File: src/rtl/ttt_pkg.sv
`default_nettype none
// ============================================================================
//  Module      : ttt_pkg
//  Description : Shared state encoding, cell codes and winner codes for the
//                tic-tac-toe game controller.
//  Revision    : 1.0 - initial release
// ============================================================================
package ttt_pkg;

    typedef enum logic [3:0] {
        ST_IDLE  = 4'd0,
        ST_PLAY  = 4'd1,
        ST_CHECK = 4'd2,
        ST_WIN   = 4'd3,
        ST_DRAW  = 4'd4
    } state_t;

    localparam logic [1:0] EMPTY  = 2'b00;
    localparam logic [1:0] MARK_X = 2'b01;
    localparam logic [1:0] MARK_O = 2'b10;

    localparam logic [1:0] WINNER_NONE = 2'b00;
    localparam logic [1:0] WINNER_X    = 2'b01;
    localparam logic [1:0] WINNER_O    = 2'b10;
    localparam logic [1:0] WINNER_DRAW = 2'b11;

    // A disabled timer (0 cycles) still needs a 1-bit register.
    function automatic int timer_width(input int cycles);
        return (cycles > 0) ? $clog2(cycles + 1) : 1;
    endfunction

endpackage
`default_nettype wire

File: src/rtl/ttt_game_ctrl_if.sv
`default_nettype none
// ============================================================================
//  Module      : ttt_game_ctrl_if
//  Description : Button pulses in, board/game state out, between the game
//                controller and the VGA top level.
//  Revision    : 1.0 - initial release
// ============================================================================
interface ttt_game_ctrl_if #(
    parameter int N = 3
);
    localparam int CURSOR_W = $clog2(N * N);

    logic                  start;
    logic                  abort;
    logic                  sel;
    logic                  confirm;
    logic [2*N*N-1:0]      board;
    logic [CURSOR_W-1:0]   cursor;
    logic                  turn;
    logic [3:0]            estado;
    logic [1:0]            winner;
    logic                  load;
    logic                  err;
    logic                  timeout;

    modport master (
        output start, abort, sel, confirm,
        input  board, cursor, turn, estado, winner, load, err, timeout
    );

    modport slave (
        input  start, abort, sel, confirm,
        output board, cursor, turn, estado, winner, load, err, timeout
    );

endinterface
`default_nettype wire

File: src/rtl/ttt_line_checker.sv
`default_nettype none
// ============================================================================
//  Module      : ttt_line_checker
//  Description : Combinational detection of a complete row, column or
//                diagonal for either mark, plus a board-full flag.
//  Revision    : 1.0 - initial release
// ============================================================================
module ttt_line_checker
    import ttt_pkg::*;
#(
    parameter int N = 3
) (
    input  wire logic [2*N*N-1:0] board,
    output logic                  x_win,
    output logic                  o_win,
    output logic                  full
);

    logic w_row_x, w_row_o, w_col_x, w_col_o;
    logic w_diag_x, w_diag_o, w_anti_x, w_anti_o;

    always_comb begin
        x_win    = 1'b0;
        o_win    = 1'b0;
        full     = 1'b1;
        w_row_x  = 1'b1;
        w_row_o  = 1'b1;
        w_col_x  = 1'b1;
        w_col_o  = 1'b1;
        w_diag_x = 1'b1;
        w_diag_o = 1'b1;
        w_anti_x = 1'b1;
        w_anti_o = 1'b1;
        for (int i = 0; i < N; i++) begin
            w_row_x = 1'b1;
            w_row_o = 1'b1;
            w_col_x = 1'b1;
            w_col_o = 1'b1;
            for (int j = 0; j < N; j++) begin
                w_row_x &= (board[2*(i*N+j) +: 2] == MARK_X);
                w_row_o &= (board[2*(i*N+j) +: 2] == MARK_O);
                w_col_x &= (board[2*(j*N+i) +: 2] == MARK_X);
                w_col_o &= (board[2*(j*N+i) +: 2] == MARK_O);
            end
            x_win |= w_row_x | w_col_x;
            o_win |= w_row_o | w_col_o;
            w_diag_x &= (board[2*(i*N+i) +: 2] == MARK_X);
            w_diag_o &= (board[2*(i*N+i) +: 2] == MARK_O);
            w_anti_x &= (board[2*(i*N+N-1-i) +: 2] == MARK_X);
            w_anti_o &= (board[2*(i*N+N-1-i) +: 2] == MARK_O);
        end
        x_win |= w_diag_x | w_anti_x;
        o_win |= w_diag_o | w_anti_o;
        for (int k = 0; k < N*N; k++) begin
            full &= (board[2*k +: 2] != EMPTY);
        end
    end

endmodule
`default_nettype wire

File: src/rtl/ttt_game_ctrl.sv
`default_nettype none
// ============================================================================
//  Module      : ttt_game_ctrl
//  Description : N x N tic-tac-toe controller: board, cursor, turn order,
//                per-turn timeout and win/draw detection.
//  Revision    : 1.0 - initial release
// ============================================================================
module ttt_game_ctrl
    import ttt_pkg::*;
#(
    parameter int N           = 3,
    parameter int TURN_CYCLES = 250_000_000
) (
    input  wire logic        clk,
    input  wire logic        rst,
    ttt_game_ctrl_if.slave   bus
);

    localparam int c_CELLS    = N * N;
    localparam int c_CURSOR_W = $clog2(c_CELLS);
    localparam int c_TIMER_W  = timer_width(TURN_CYCLES);

    localparam logic [c_TIMER_W-1:0]  c_TIMER_LOAD =
        (TURN_CYCLES > 0) ? c_TIMER_W'(TURN_CYCLES - 1) : '0;
    localparam logic                  c_TIMER_EN   = (TURN_CYCLES > 0);
    localparam logic [c_CURSOR_W-1:0] c_LAST_CELL  = c_CURSOR_W'(c_CELLS - 1);

    state_t                  r_state;
    logic [2*c_CELLS-1:0]    r_board;
    logic [c_CURSOR_W-1:0]   r_cursor;
    logic                    r_turn;
    logic [1:0]              r_winner;
    logic                    r_load;
    logic                    r_err;
    logic                    r_timeout;
    logic [c_TIMER_W-1:0]    r_timer;

    logic                    w_x_win;
    logic                    w_o_win;
    logic                    w_full;
    logic [1:0]              w_cell;
    logic [1:0]              w_mark;
    logic [c_CURSOR_W-1:0]   w_cursor_next;
    logic                    w_timer_zero;

    // Evaluated on the registered board, so the verdict is ready in CHECK.
    ttt_line_checker #(
        .N (N)
    ) u_line_checker (
        .board (r_board),
        .x_win (w_x_win),
        .o_win (w_o_win),
        .full  (w_full)
    );

    assign w_cell        = r_board[2*r_cursor +: 2];
    assign w_mark        = r_turn ? MARK_O : MARK_X;
    assign w_cursor_next = (r_cursor == c_LAST_CELL) ? '0 : r_cursor + c_CURSOR_W'(1);
    assign w_timer_zero  = (r_timer == '0);

    always_ff @(posedge clk) begin
        if (rst || bus.abort) begin
            r_state   <= ST_IDLE;
            r_board   <= '0;
            r_cursor  <= '0;
            r_turn    <= 1'b0;
            r_winner  <= WINNER_NONE;
            r_load    <= 1'b0;
            r_err     <= 1'b0;
            r_timeout <= 1'b0;
            r_timer   <= c_TIMER_LOAD;
        end else begin
            r_load    <= 1'b0;
            r_err     <= 1'b0;
            r_timeout <= 1'b0;
            case (r_state)
                ST_IDLE, ST_WIN, ST_DRAW: begin
                    if (bus.start) begin
                        r_state  <= ST_PLAY;
                        r_board  <= '0;
                        r_cursor <= '0;
                        r_turn   <= 1'b0;
                        r_winner <= WINNER_NONE;
                        r_timer  <= c_TIMER_LOAD;
                    end
                end
                ST_PLAY: begin
                    // confirm wins over sel; a blocked expiry fires on the next free cycle
                    if (bus.confirm) begin
                        if (w_cell == EMPTY) begin
                            r_board[2*r_cursor +: 2] <= w_mark;
                            r_load                   <= 1'b1;
                            r_state                  <= ST_CHECK;
                        end else begin
                            r_err <= 1'b1;
                            if (!w_timer_zero) r_timer <= r_timer - c_TIMER_W'(1);
                        end
                    end else if (bus.sel) begin
                        r_cursor <= w_cursor_next;
                        if (!w_timer_zero) r_timer <= r_timer - c_TIMER_W'(1);
                    end else if (c_TIMER_EN && w_timer_zero) begin
                        r_timeout <= 1'b1;
                        r_turn    <= ~r_turn;
                        r_timer   <= c_TIMER_LOAD;
                    end else if (!w_timer_zero) begin
                        r_timer <= r_timer - c_TIMER_W'(1);
                    end
                end
                ST_CHECK: begin
                    if (w_x_win) begin
                        r_winner <= WINNER_X;
                        r_state  <= ST_WIN;
                    end else if (w_o_win) begin
                        r_winner <= WINNER_O;
                        r_state  <= ST_WIN;
                    end else if (w_full) begin
                        r_winner <= WINNER_DRAW;
                        r_state  <= ST_DRAW;
                    end else begin
                        r_turn  <= ~r_turn;
                        r_timer <= c_TIMER_LOAD;
                        r_state <= ST_PLAY;
                    end
                end
                default: r_state <= ST_IDLE;
            endcase
        end
    end

    assign bus.board   = r_board;
    assign bus.cursor  = r_cursor;
    assign bus.turn    = r_turn;
    assign bus.estado  = r_state;
    assign bus.winner  = r_winner;
    assign bus.load    = r_load;
    assign bus.err     = r_err;
    assign bus.timeout = r_timeout;

endmodule
`default_nettype wire

File: src/flat_wrapper.sv
// flat-port wrapper written by rule: the top's interface ports become plain ports
module ttt_game_ctrl_flat import ttt_pkg::*;
#(
    parameter int N           = 3,
    parameter int TURN_CYCLES = 250_000_000
)
  (clk, rst, bus_start, bus_abort, bus_sel, bus_confirm, bus_board, bus_cursor, bus_turn, bus_estado, bus_winner, bus_load, bus_err, bus_timeout);
  ttt_game_ctrl_if #(.N(N)) bus_i ();
  input  wire logic clk;
  input  wire logic rst;
  input wire logic [$bits(bus_i.start)-1:0] bus_start;
  input wire logic [$bits(bus_i.abort)-1:0] bus_abort;
  input wire logic [$bits(bus_i.sel)-1:0] bus_sel;
  input wire logic [$bits(bus_i.confirm)-1:0] bus_confirm;
  output wire logic [$bits(bus_i.board)-1:0] bus_board;
  output wire logic [$bits(bus_i.cursor)-1:0] bus_cursor;
  output wire logic [$bits(bus_i.turn)-1:0] bus_turn;
  output wire logic [$bits(bus_i.estado)-1:0] bus_estado;
  output wire logic [$bits(bus_i.winner)-1:0] bus_winner;
  output wire logic [$bits(bus_i.load)-1:0] bus_load;
  output wire logic [$bits(bus_i.err)-1:0] bus_err;
  output wire logic [$bits(bus_i.timeout)-1:0] bus_timeout;
  assign bus_i.start = bus_start;
  assign bus_i.abort = bus_abort;
  assign bus_i.sel = bus_sel;
  assign bus_i.confirm = bus_confirm;
  assign bus_board = bus_i.board;
  assign bus_cursor = bus_i.cursor;
  assign bus_turn = bus_i.turn;
  assign bus_estado = bus_i.estado;
  assign bus_winner = bus_i.winner;
  assign bus_load = bus_i.load;
  assign bus_err = bus_i.err;
  assign bus_timeout = bus_i.timeout;
  ttt_game_ctrl #(.N(N), .TURN_CYCLES(TURN_CYCLES)) u_core (.clk(clk), .rst(rst), .bus(bus_i));
endmodule
File: config.mk
export PLATFORM = sky130hd
export DESIGN_NAME = ttt_game_ctrl_flat
export DESIGN_NICKNAME = d
export VERILOG_FILES = /design/src/rtl/ttt_pkg.sv /design/src/rtl/ttt_game_ctrl_if.sv /design/src/rtl/ttt_line_checker.sv /design/src/rtl/ttt_game_ctrl.sv /design/src/flat_wrapper.sv
export SDC_FILE = /design/constraint.sdc
export NUM_CORES = 1
export LEC_CHECK = 0
export CAP_MARGIN = 10
export CORE_AREA = 3 3 93 95
export CTS_CLUSTER_SIZE = 14
export DETAILED_ROUTE_END_ITERATION = 8
export DIE_AREA = 0 0 96 98
export GPL_ROUTABILITY_DRIVEN = 0
export PLACE_DENSITY = 0.7
export SYNTH_ARGS = -nofsm -noshare
export SYNTH_HDL_FRONTEND = slang
export SYNTH_SLANG_ARGS = --single-unit
File: constraint.sdc
create_clock -name clk -period 3.21 [get_ports clk]
set_input_delay 0.321 -clock clk [delete_from_list [all_inputs] [get_ports clk]]
set_output_delay 0.321 -clock clk [all_outputs]
set_load 0.01 [all_outputs]
==> Word-level counts from Yosys, hierarchy flattened <==
Cells that the tools add are included.
{ "totals": {"input_bits": 6, "regBits": 60} }
{ "op_classes": {"n_mux": 44, "n_bitwise": 57, "shifts": 3, "reduce_logical": 25, "n_addsub": 3, "n_eq_ne": 35} }
{ "op_table": {"columns": ["op", "count"], "rows": [
  ["$mux 28", 9],
  ["$pmux 28 s3", 1],
  ["$mux 18", 3],
  ["$and 1x1->1", 40],
  ["$mux 4", 9],
  ["$pmux 18 s2", 1],
  ["$neg 5->34", 1],
  ["$shift 2x34->18 const A", 1],
  ["$shiftx 2x34->18", 1],
  ["$logic_not 28->1", 1],
  ["$sub 28x1->28 const B", 1],
  ["$reduce_bool 2->1", 11],
  ["$bwmux 18", 1],
  ["$eq 2x1->1 const B", 9],
  ["$eq 2x2->1 const B", 9],
  ["$shiftx 18x6->2", 1],
  ["$ne 2x2->1 const B", 8],
  ["$or 1x1->1", 14],
  ["$pmux 4 s3", 1],
  ["$mux 1", 10],
  ["$mux 2", 5],
  ["$eq 4x2->1 const B", 2],
  ["$pmux 4 s2", 1],
  ["$reduce_and 4->1", 2],
  ["20 further kinds", 25]
]} }

==> Depth between registers and ports, before layout <==
Gate-level depths: netlist (run 1).
{ "depth": {"ltp_word": 13, "ltp_mapped": 11, "depth_no_buf": 11} }

==> Modules after synthesis <==
From an unflattened synthesis (run 1), not the netlist that was laid out.
{ "unflattened": {"cells_unflattened": 487, "area_unflattened_um2": 3716.1} }
{ "by_module_without_submodules": {"columns": ["module", "instances", "area_per_inst_um2", "cells_each"], "rows": [
  ["ttt_game_ctrl", 1, 3449.6, 448],
  ["ttt_line_checker", 1, 266.5, 39]
]} }

==> Worst setup path before layout (run 1) <==
Ideal clock, no wire load.
{ "synth_path": {"path_kind": "register to register", "from": "reg u_core.r_cursor[0], in the netlist u_core.bus.cursor[0]", "to": "reg u_core.r_board[17], in the netlist u_core.bus.board[17]", "synth_period_minus_slack_ps": 2358, "t_required_ps": 3093, "path_stages_with_launch": 10, "t_arrival_ps": 2241, "path_slack_ps": 852, "path_cell_list": "dfxtp_1 -> clkbuf_1 -> inv_1 -> ha_1 -> clkbuf_1 -> nor4b_1 -> nand2_1 -> nand2_1 -> nand2_1 -> a32o_1"} }
{ "synth_between": {"elab_chain_cells": 6, "elab_cells_between_ends": 11, "classes_between": "1 x add/sub; 1 x eq/ne; 3 x shift; 4 x mux; 2 x reduce/logical"} }
{ "synth_rtl": {"columns": ["element", "line", "text"], "rows": [
  ["start, declared", "ttt_game_ctrl.sv:30", "logic [c_CURSOR_W-1:0] r_cursor;"],
  ["start signal, assigned", "ttt_game_ctrl.sv:99", "r_cursor <= w_cursor_next;"],
  ["$neg 5->34", "ttt_game_ctrl.sv:91", "r_board[2*r_cursor +: 2] <= w_mark;"],
  ["$shiftx 2x34->18 / $shift 2x34->18 (equally long branches)", "ttt_game_ctrl.sv:91", null],
  ["$bwmux 18", "ttt_game_ctrl.sv:91", null],
  ["$mux 18", "ttt_game_ctrl.sv:90", "if (w_cell == EMPTY) begin"],
  ["$mux 18", "ttt_game_ctrl.sv:89", "if (bus.confirm) begin"],
  ["$pmux 18 s2", "ttt_game_ctrl.sv:76", "case (r_state)"],
  ["end signal, assigned by index", "ttt_game_ctrl.sv:91", null],
  ["end, declared", "ttt_game_ctrl.sv:29", "logic [2*c_CELLS-1:0] r_board;"]
]} }
Several ways; a longest one is shown, not always the timed one. The select of a mux whose other input is x is not followed.
A chain may end at the register's enable or synchronous reset.

==> Worst setup path in the final report (run 1) <==
Same ends and word-level chain as after synthesis.

==> results of run 1 <==
-- area by class of cell --
| type | count | share of cell area |
|---|---|---|
| timing repair buffer | 47 | 0.100 |
| clock inverter | 2 | 0.00771 |
| inverter | 15 | 0.0124 |
| tap | 102 | 0.0281 |
| multi-input combinational | 406 | 0.556 |
| sequential | 59 | 0.260 |
| clock buffer | 12 | 0.0363 |
-- sequential cells by signal, indices dropped and copies added, names as in the netlist, 2 cells and up --
name,cells
u_core.bus.estado,3
u_core.bus.cursor,4
u_core.bus.winner,2
u_core.bus.board,18
u_core.r_timer,28
-- layout by cell type, fill, tap and decap left out, types with 4 or more instances in the layout --
| cell type | instances |
|---|---|
| nand3_1 | 13 |
| and3_1 | 9 |
| or3_1 | 17 |
| buf_4 | 10 |
| o311ai_1 | 8 |
| nor2_1 | 59 |
| nand2_1 | 57 |
| a31oi_1 | 9 |
| a21oi_1 | 33 |
| nor4b_1 | 4 |
| clkbuf_8 | 12 |
| o31ai_1 | 5 |
| o21ai_0 | 30 |
| nor4_1 | 12 |
| dfxtp_1 | 59 |
| nand4_1 | 5 |
| nand2b_1 | 14 |
| a32o_1 | 4 |
| or2b_2 | 4 |
| nor3_1 | 15 |
| ha_1 | 9 |
| clkdlybuf4s50_1 | 36 |
| nor2b_1 | 5 |
| mux2i_1 | 13 |
| or2_2 | 4 |
| inv_1 | 13 |
| o22ai_1 | 6 |
-- worst min path at each step --
stage	startpoint	slack [ns]	to	cells past startpoint
after global routing	u_core.bus.winner[1]	0.49	u_core.bus.winner[1]	2
after detailed placement	u_core.bus.winner[1]	0.46	u_core.bus.winner[1]	2
final	u_core.bus.winner[1]	0.46	u_core.bus.winner[1]	2
after floorplan	bus_confirm	0.43	u_core.bus.err	2
after CTS	u_core.bus.winner[1]	0.47	u_core.bus.winner[1]	2
after global placement	u_core.bus.winner[1]	0.45	u_core.bus.winner[1]	2
-- worst reg2reg max path, delay by kind of cell, from the launching register on --
| family | cells | cell delay (ns) |
|---|---|---|
| DFF | 1 | 0.67 |
| AOI/OAI and AO/OA | 2 | 0.66 |
| and+or+nand+nor | 4 | 1.02 |
| adders and majority gates | 1 | 0.44 |
-- cells in the mapped netlist (12+ instances only) --
| cell type | count |
|---|---|
| nand3_1 | 13 |
| clkbuf_1 | 14 |
| nand2_1 | 57 |
| nor2_1 | 59 |
| a21oi_1 | 33 |
| nand2b_1 | 14 |
| o21ai_0 | 30 |
| mux2i_1 | 13 |
| nor3_1 | 16 |
| inv_1 | 13 |
| nor4_1 | 12 |
| or3_1 | 17 |
| dfxtp_1 | 59 |
-- cell families (layout without fill, tap and decap cells) --
family / count (synthesis) / after routing / synth area share
other: 1 / 1 / 0.000964
AOI/OAI and AO/OA: 137 / 137 / 0.247
xor gates and xnor gates: 3 / 3 / 0.00676
adders and majority gates: 9 / 9 / 0.0289
buffers and inverters: 39 / 76 / 0.0482
DFF: 59 / 59 / 0.304
muxes: 14 / 14 / 0.0392
and+or+nand+nor: 242 / 242 / 0.325
-- per-stage QoR --
stage	hold slack (ns)	instance area [sq um]	instances	power, mW
4_1_cts	0.466	4550	643	1.62
3_5_place_dp	0.458	4350	629	0.922
5_1_grt	0.486	4550	643	1.67
6_report	0.461	4550	643	1.62
3_3_place_gp	0.449	4350	629	0.919
2_1_floorplan	0.435	3890	504	0.871
-- layer usage --
metal  GRT usage  share of wire  up-vias
met5           0              0        -
met4      0.0842          0.024        0
met3      0.0624          0.099       29
met2       0.375           0.44      227
met1       0.374           0.44     1940
li1            -              -     1940
-- power by group --
group	internal [mW]	switching [mW]
Sequential	0.734	0.00629
Combinational	0.0580	0.112
Clock	0.412	0.297
Total	1.20	0.416
==> metrics.md, run 1 <==
| Metric | Value |
|---|---|
| Outcome | `finished clean` |
| Post-CTS resize count | `0` |
| Critical path's top delay family | `simple AND/OR/NAND/NOR gates` |
| Worst setup path endpoint | `u_core.bus.board[17]` |
| Global-route wire length before repair | `19300 microns` |
| Clock Tree Root | `clkbuf_8` |
| Post-DP HPWL | `8560 microns` |
| Sequential share of the synthesized area | `0.304` |
| Main area contributors after synthesis | `dfxtp_1, nor2_1, nand2_1` |
| Largest net degree at the start of global routing | `27` |
| Antenna fix cells | `0` |
| GRT Util Overall | `0.259` |
| CP Launch Type | `flop` |
| Die H | `98 microns` |
| Area of the multi-input gates | `2530 sq um` |
| Yosys reg bits | `59` |
| Crit path cell chain | `nor3_1 > ha_1 > a21boi_0 > nor2b_1 > nand2_1 > nor4_1 > a32o_1` |
| Crit Reg-Reg Endpoint | `u_core.bus.board[17]` |
| Crit path max fanout | `15` |
| Clk_lat worst skew | `0.34 ns` |
| Crit path largest cell delay | `0.67 ns` |
| Leakage | `1.57 nW` |
| Critical path launch point | `u_core.bus.cursor[0]` |
| CTS clock-pin slew for the worst setup and hold paths | `0.06 ns` |
| Setup WS post-layout | `0.346 ns` |
| Total Nets Final | `553` |
| Max-Cap Viols | `0` |
| Layout Skew | `0.00717 ns` |
| Max clock buf depth | `2` |
| Slew margin rel. | `0.195` |
| Prevailing post-synth register cell | `dfxtp_1` |
| Final Max Slew Viols | `0` |
| Setup tns final | `0 ns` |
| Drt wl/cell | `18.8 microns` |
| Number of DRC markers in iteration 0 | `364` |
| Total gr overflow | `0` |
| Fin. Hold Viols | `0` |
| CTS tree | `yes` |
| Post-CTS Setup Repair Bufs | `0` |
| Share of the synthesized area in the top cell type | `0.304` |
| Avg Vias per Cell | `6.43` |
| H-tree levels | `3` |
| CTS buffer count | `9` |
| Initial antenna violation count | `0` |
| Post-Syn Area | `3890 sq um` |
| Largest area contributor in the netlist | `dfxtp_1` |
| Distinct cells, synth | `74` |
| ANT nets after route | `0` |
| Pre-CTS setup slack | `0.484 ns` |
| Mean area per synthesized cell | `7.72 sq um` |
| Hold buffers post-CTS | `0` |
| Die width | `96 microns` |
| Number of global-route vias before repair | `3714` |
| Setup violators final | `0` |
| Worst path arrival time | `3.14 ns` |
| Core outline area | `7810 sq um` |
| Via count | `4136` |
| Max Freq | `349 MHz` |
| WP data required | `3.49 ns` |
| Hold Crit Class | `flop to flop` |
| Stages on worst setup path | `7` |
| I/O Buffers | `36` |
| Warnings from Yosys | `0` |
| Post-Syn Instances | `504` |
| EDFF count, synth | `0` |
| Drc violations | `0` |
| Clock Sinks | `59` |
| Post-Route WL | `12100 microns` |
| Fin util | `0.582` |
| FILL cells | `718` |
| Worst VDD drop | `173 uV` |
| WP buf/inv | `0` |
| P per Cell Area | `356 nW/um^2` |
| Reg2reg start | `u_core.bus.cursor[0]` |
| I/O Pins | `38` |
| Initial core utilization | `0.498` |
| Critical-path cell with the highest stage delay | `dfxtp_1` |
| Area Overhead vs Synth | `16.9%` |
| Worst r2r path cells | `7` |
| Crit share post-route | `0.892` |
| FF/Latch Area | `1180 sq um` |
| # rows | `32` |
| Worst Setup End Kind | `flop` |
| Die ar. | `9410 sq um` |
| RSZ-0062 raised after global routing | `false` |
| FFs w/ async S/R, synth | `0` |
| Measured slew at the worst slew-check pin | `1.21 ns` |
| Detailed Routing Iterations Pass 1 | `5` |
| Share of layout cells above drive strength 1 | `0.105` |
| Synth Net Count | `519` |
| Crit Path Category | `flop to flop` |
| Clock period minus worst slack | `2.86 ns` |
| FF-to-FF setup slack | `0.35 ns` |
Power figures use the tool's default switching activity.
==> inputs of run 2 (changes only) <==
- CELL_PAD_IN_SITES_DETAIL_PLACEMENT: unset -> 0
- CELL_PAD_IN_SITES_GLOBAL_PLACEMENT: unset -> 2
- CORE_AREA: 3 3 93 95 -> 3 3 111 113
- DIE_AREA: 0 0 96 98 -> 0 0 114 116
- PLACE_DENSITY: 0.7 -> unset
- PLACE_DENSITY_LB_ADDON: unset -> 0.1
==> run 2 against run 1 <==
Worst hold slack got worse by 0.0039 ns. Critical path depth stayed put. Register-to-register slack improved by 0.07 ns. Sequential cell count is the same. Critical endpoint is now u_core.bus.board[13]. Highest routed layer unchanged.
==> metrics.md, run 2 (synthesis results as in run 1) <==
| Metric | Value |
|---|---|
| Outcome | `finished clean` |
| Hold Path Cell Cnt | `2` |
| Initial antenna violation count | `0` |
| Post-CTS Setup Repair Bufs | `0` |
| Max-Cap Viols | `0` |
| Hold Crit Class | `flop to flop` |
| Total power | `1.94 mW` |
| Post-Route WL | `13600 microns` |
| Leakage | `1.68 nW` |
| FF-to-FF setup slack | `0.41 ns` |
| CTS buffer count | `9` |
| Clk_lat worst skew | `0.34 ns` |
| Die ar. | `13200 sq um` |
| ANT nets after route | `0` |
| Crit Path Category | `flop to flop` |
| I/O Buffers | `36` |
| Core outline area | `11400 sq um` |
| Total gr overflow | `0` |
| Fin. Hold Viols | `0` |
| RSZ-0062 raised after global routing | `false` |
| CTS clock-pin slew for the worst setup and hold paths | `0.05 ns` |
| Worst path arrival time | `3.02 ns` |
| Clock Tree Root | `clkbuf_16` |
| Max Freq | `357 MHz` |
| Worst r2r path cells | `7` |
| FILL cells | `1204` |
| P per Cell Area | `404 nW/um^2` |
| Layout Skew | `0.00455 ns` |
| Max clock buf depth | `2` |
| Worst Setup End Kind | `flop` |
| CP Launch Type | `flop` |
| H-tree levels | `3` |
| Global-route wire length before repair | `22000 microns` |
| Hold wc startpoint | `u_core.bus.winner[1]` |
| Crit Reg-Reg Endpoint | `u_core.bus.board[13]` |
| Number of global-route vias before repair | `3899` |
| Crit path max fanout | `13` |
| Hold buffers post-CTS | `0` |
| Biggest register | `u_core.r_timer` |
| # rows | `39` |
| Slew margin rel. | `0.201` |
| Drc violations | `0` |
| Area Overhead vs Synth | `23.3%` |
| Final Max Slew Viols | `0` |
| Detailed Routing Iterations Pass 1 | `5` |
| Avg Vias per Cell | `5.87` |
| GRT Util Overall | `0.214` |
| Setup tns final | `0 ns` |
| Number of DRC markers in iteration 0 | `351` |
| Commonest non-fill, non-tap cells in the layout | `nor2_1, dfxtp_1, nand2_1` |
| Max FFs per register | `28` |
| Worst VDD drop | `301 uV` |
| Reg2reg start | `u_core.bus.cursor[2]` |
| Clock Sinks | `59` |
| Initial core utilization | `0.341` |
| Post-CTS resize count | `0` |
| Total Nets Final | `565` |
| Via count | `4098` |
| Hold endpoint | `u_core.bus.winner[1]` |
| Post-DP HPWL | `9800 microns` |
| Die width | `114 microns` |
| WP data required | `3.43 ns` |
| I/O Pins | `38` |
| Measured slew at the worst slew-check pin | `1.20 ns` |
| Setup violators final | `0` |
| Share of layout cells above drive strength 1 | `0.123` |
| Largest net degree at the start of global routing | `34` |
| Die H | `116 microns` |
| Crit share post-route | `0.872` |
| Drt wl/cell | `19.5 microns` |
| CTS tree | `yes` |
| Antenna fix cells | `0` |
| Clock period minus worst slack | `2.80 ns` |
run 2: cell types whose count changed in the layout (fill, tap and decap cells not counted):
cell / delta
clkinv_2: -1
buf_4: +12
clkbuf_1: +3
clkbuf_16: +9
clkbuf_8: -9
run 2: worst max-delay path, cell delays in order (launching register included):
cell and delay [ns]:
dfxtp_1 0.65, nor3_1 0.15, ha_1 0.44, a21boi_0 0.47
nor2b_1 0.33, a21oi_1 0.10, or3_1 0.39, mux2i_1 0.15
run 2: power by group:
group          switching [mW]  internal [mW]
sequential            0.00484          0.735
clock                   0.345          0.665
combinational           0.121         0.0647
total                   0.470           1.47
run 2: cell type report:
type	instances	area [sq um]	share of cell area
inverters	15	56.3	0.0117
multi-input cells	406	2530	0.527
clock inverters	1	30.0	0.00626
well taps	143	179	0.0373
clock buffers	15	278	0.0579
flip-flops and latches	59	1180	0.246
repair buffers	59	546	0.114
run 2: how the worst max path moves through the flow:
| stage | start | end | slack, ns | depth (start not counted) |
|---|---|---|---|---|
| 2_1_floorplan | u_core.bus.cursor[0] | u_core.bus.board[17] | 0.85 | 9 |
| 3_3_place_gp | u_core.bus.cursor[1] | u_core.bus.board[12] | 0.47 | 7 |
| 3_5_place_dp | u_core.bus.cursor[1] | u_core.bus.board[13] | 0.54 | 7 |
| 4_1_cts | u_core.bus.cursor[1] | u_core.bus.board[13] | 0.51 | 7 |
| 5_1_grt | u_core.bus.cursor[1] | u_core.bus.board[11] | 0.12 | 7 |
| 6_report | u_core.bus.cursor[2] | u_core.bus.board[13] | 0.41 | 7 |
run 2: per-stage QoR:
stage                     setup slack (ns)  hold WS [ns]  cell area [sq um]   util  cells
after floorplan                      0.852         0.435               3890      -    504
after global placement               0.471         0.445               4490  0.393    682
after detailed placement             0.540         0.457               4490  0.393    682
after CTS                            0.512         0.464               4800  0.420    698
after global routing                 0.121         0.497               4800  0.420    698
final                                0.412         0.457               4800  0.420    698
run 2: routing by layer:
metal | up-vias | GRT usage | part of all wire
li1 | 1977 | - | -
met4 | 0 | 0.0554 | 0.0069
met3 | 9 | 0.0548 | 0.051
met1 | 2007 | 0.317 | 0.51
met5 | - | 0 | 0
met2 | 105 | 0.307 | 0.43
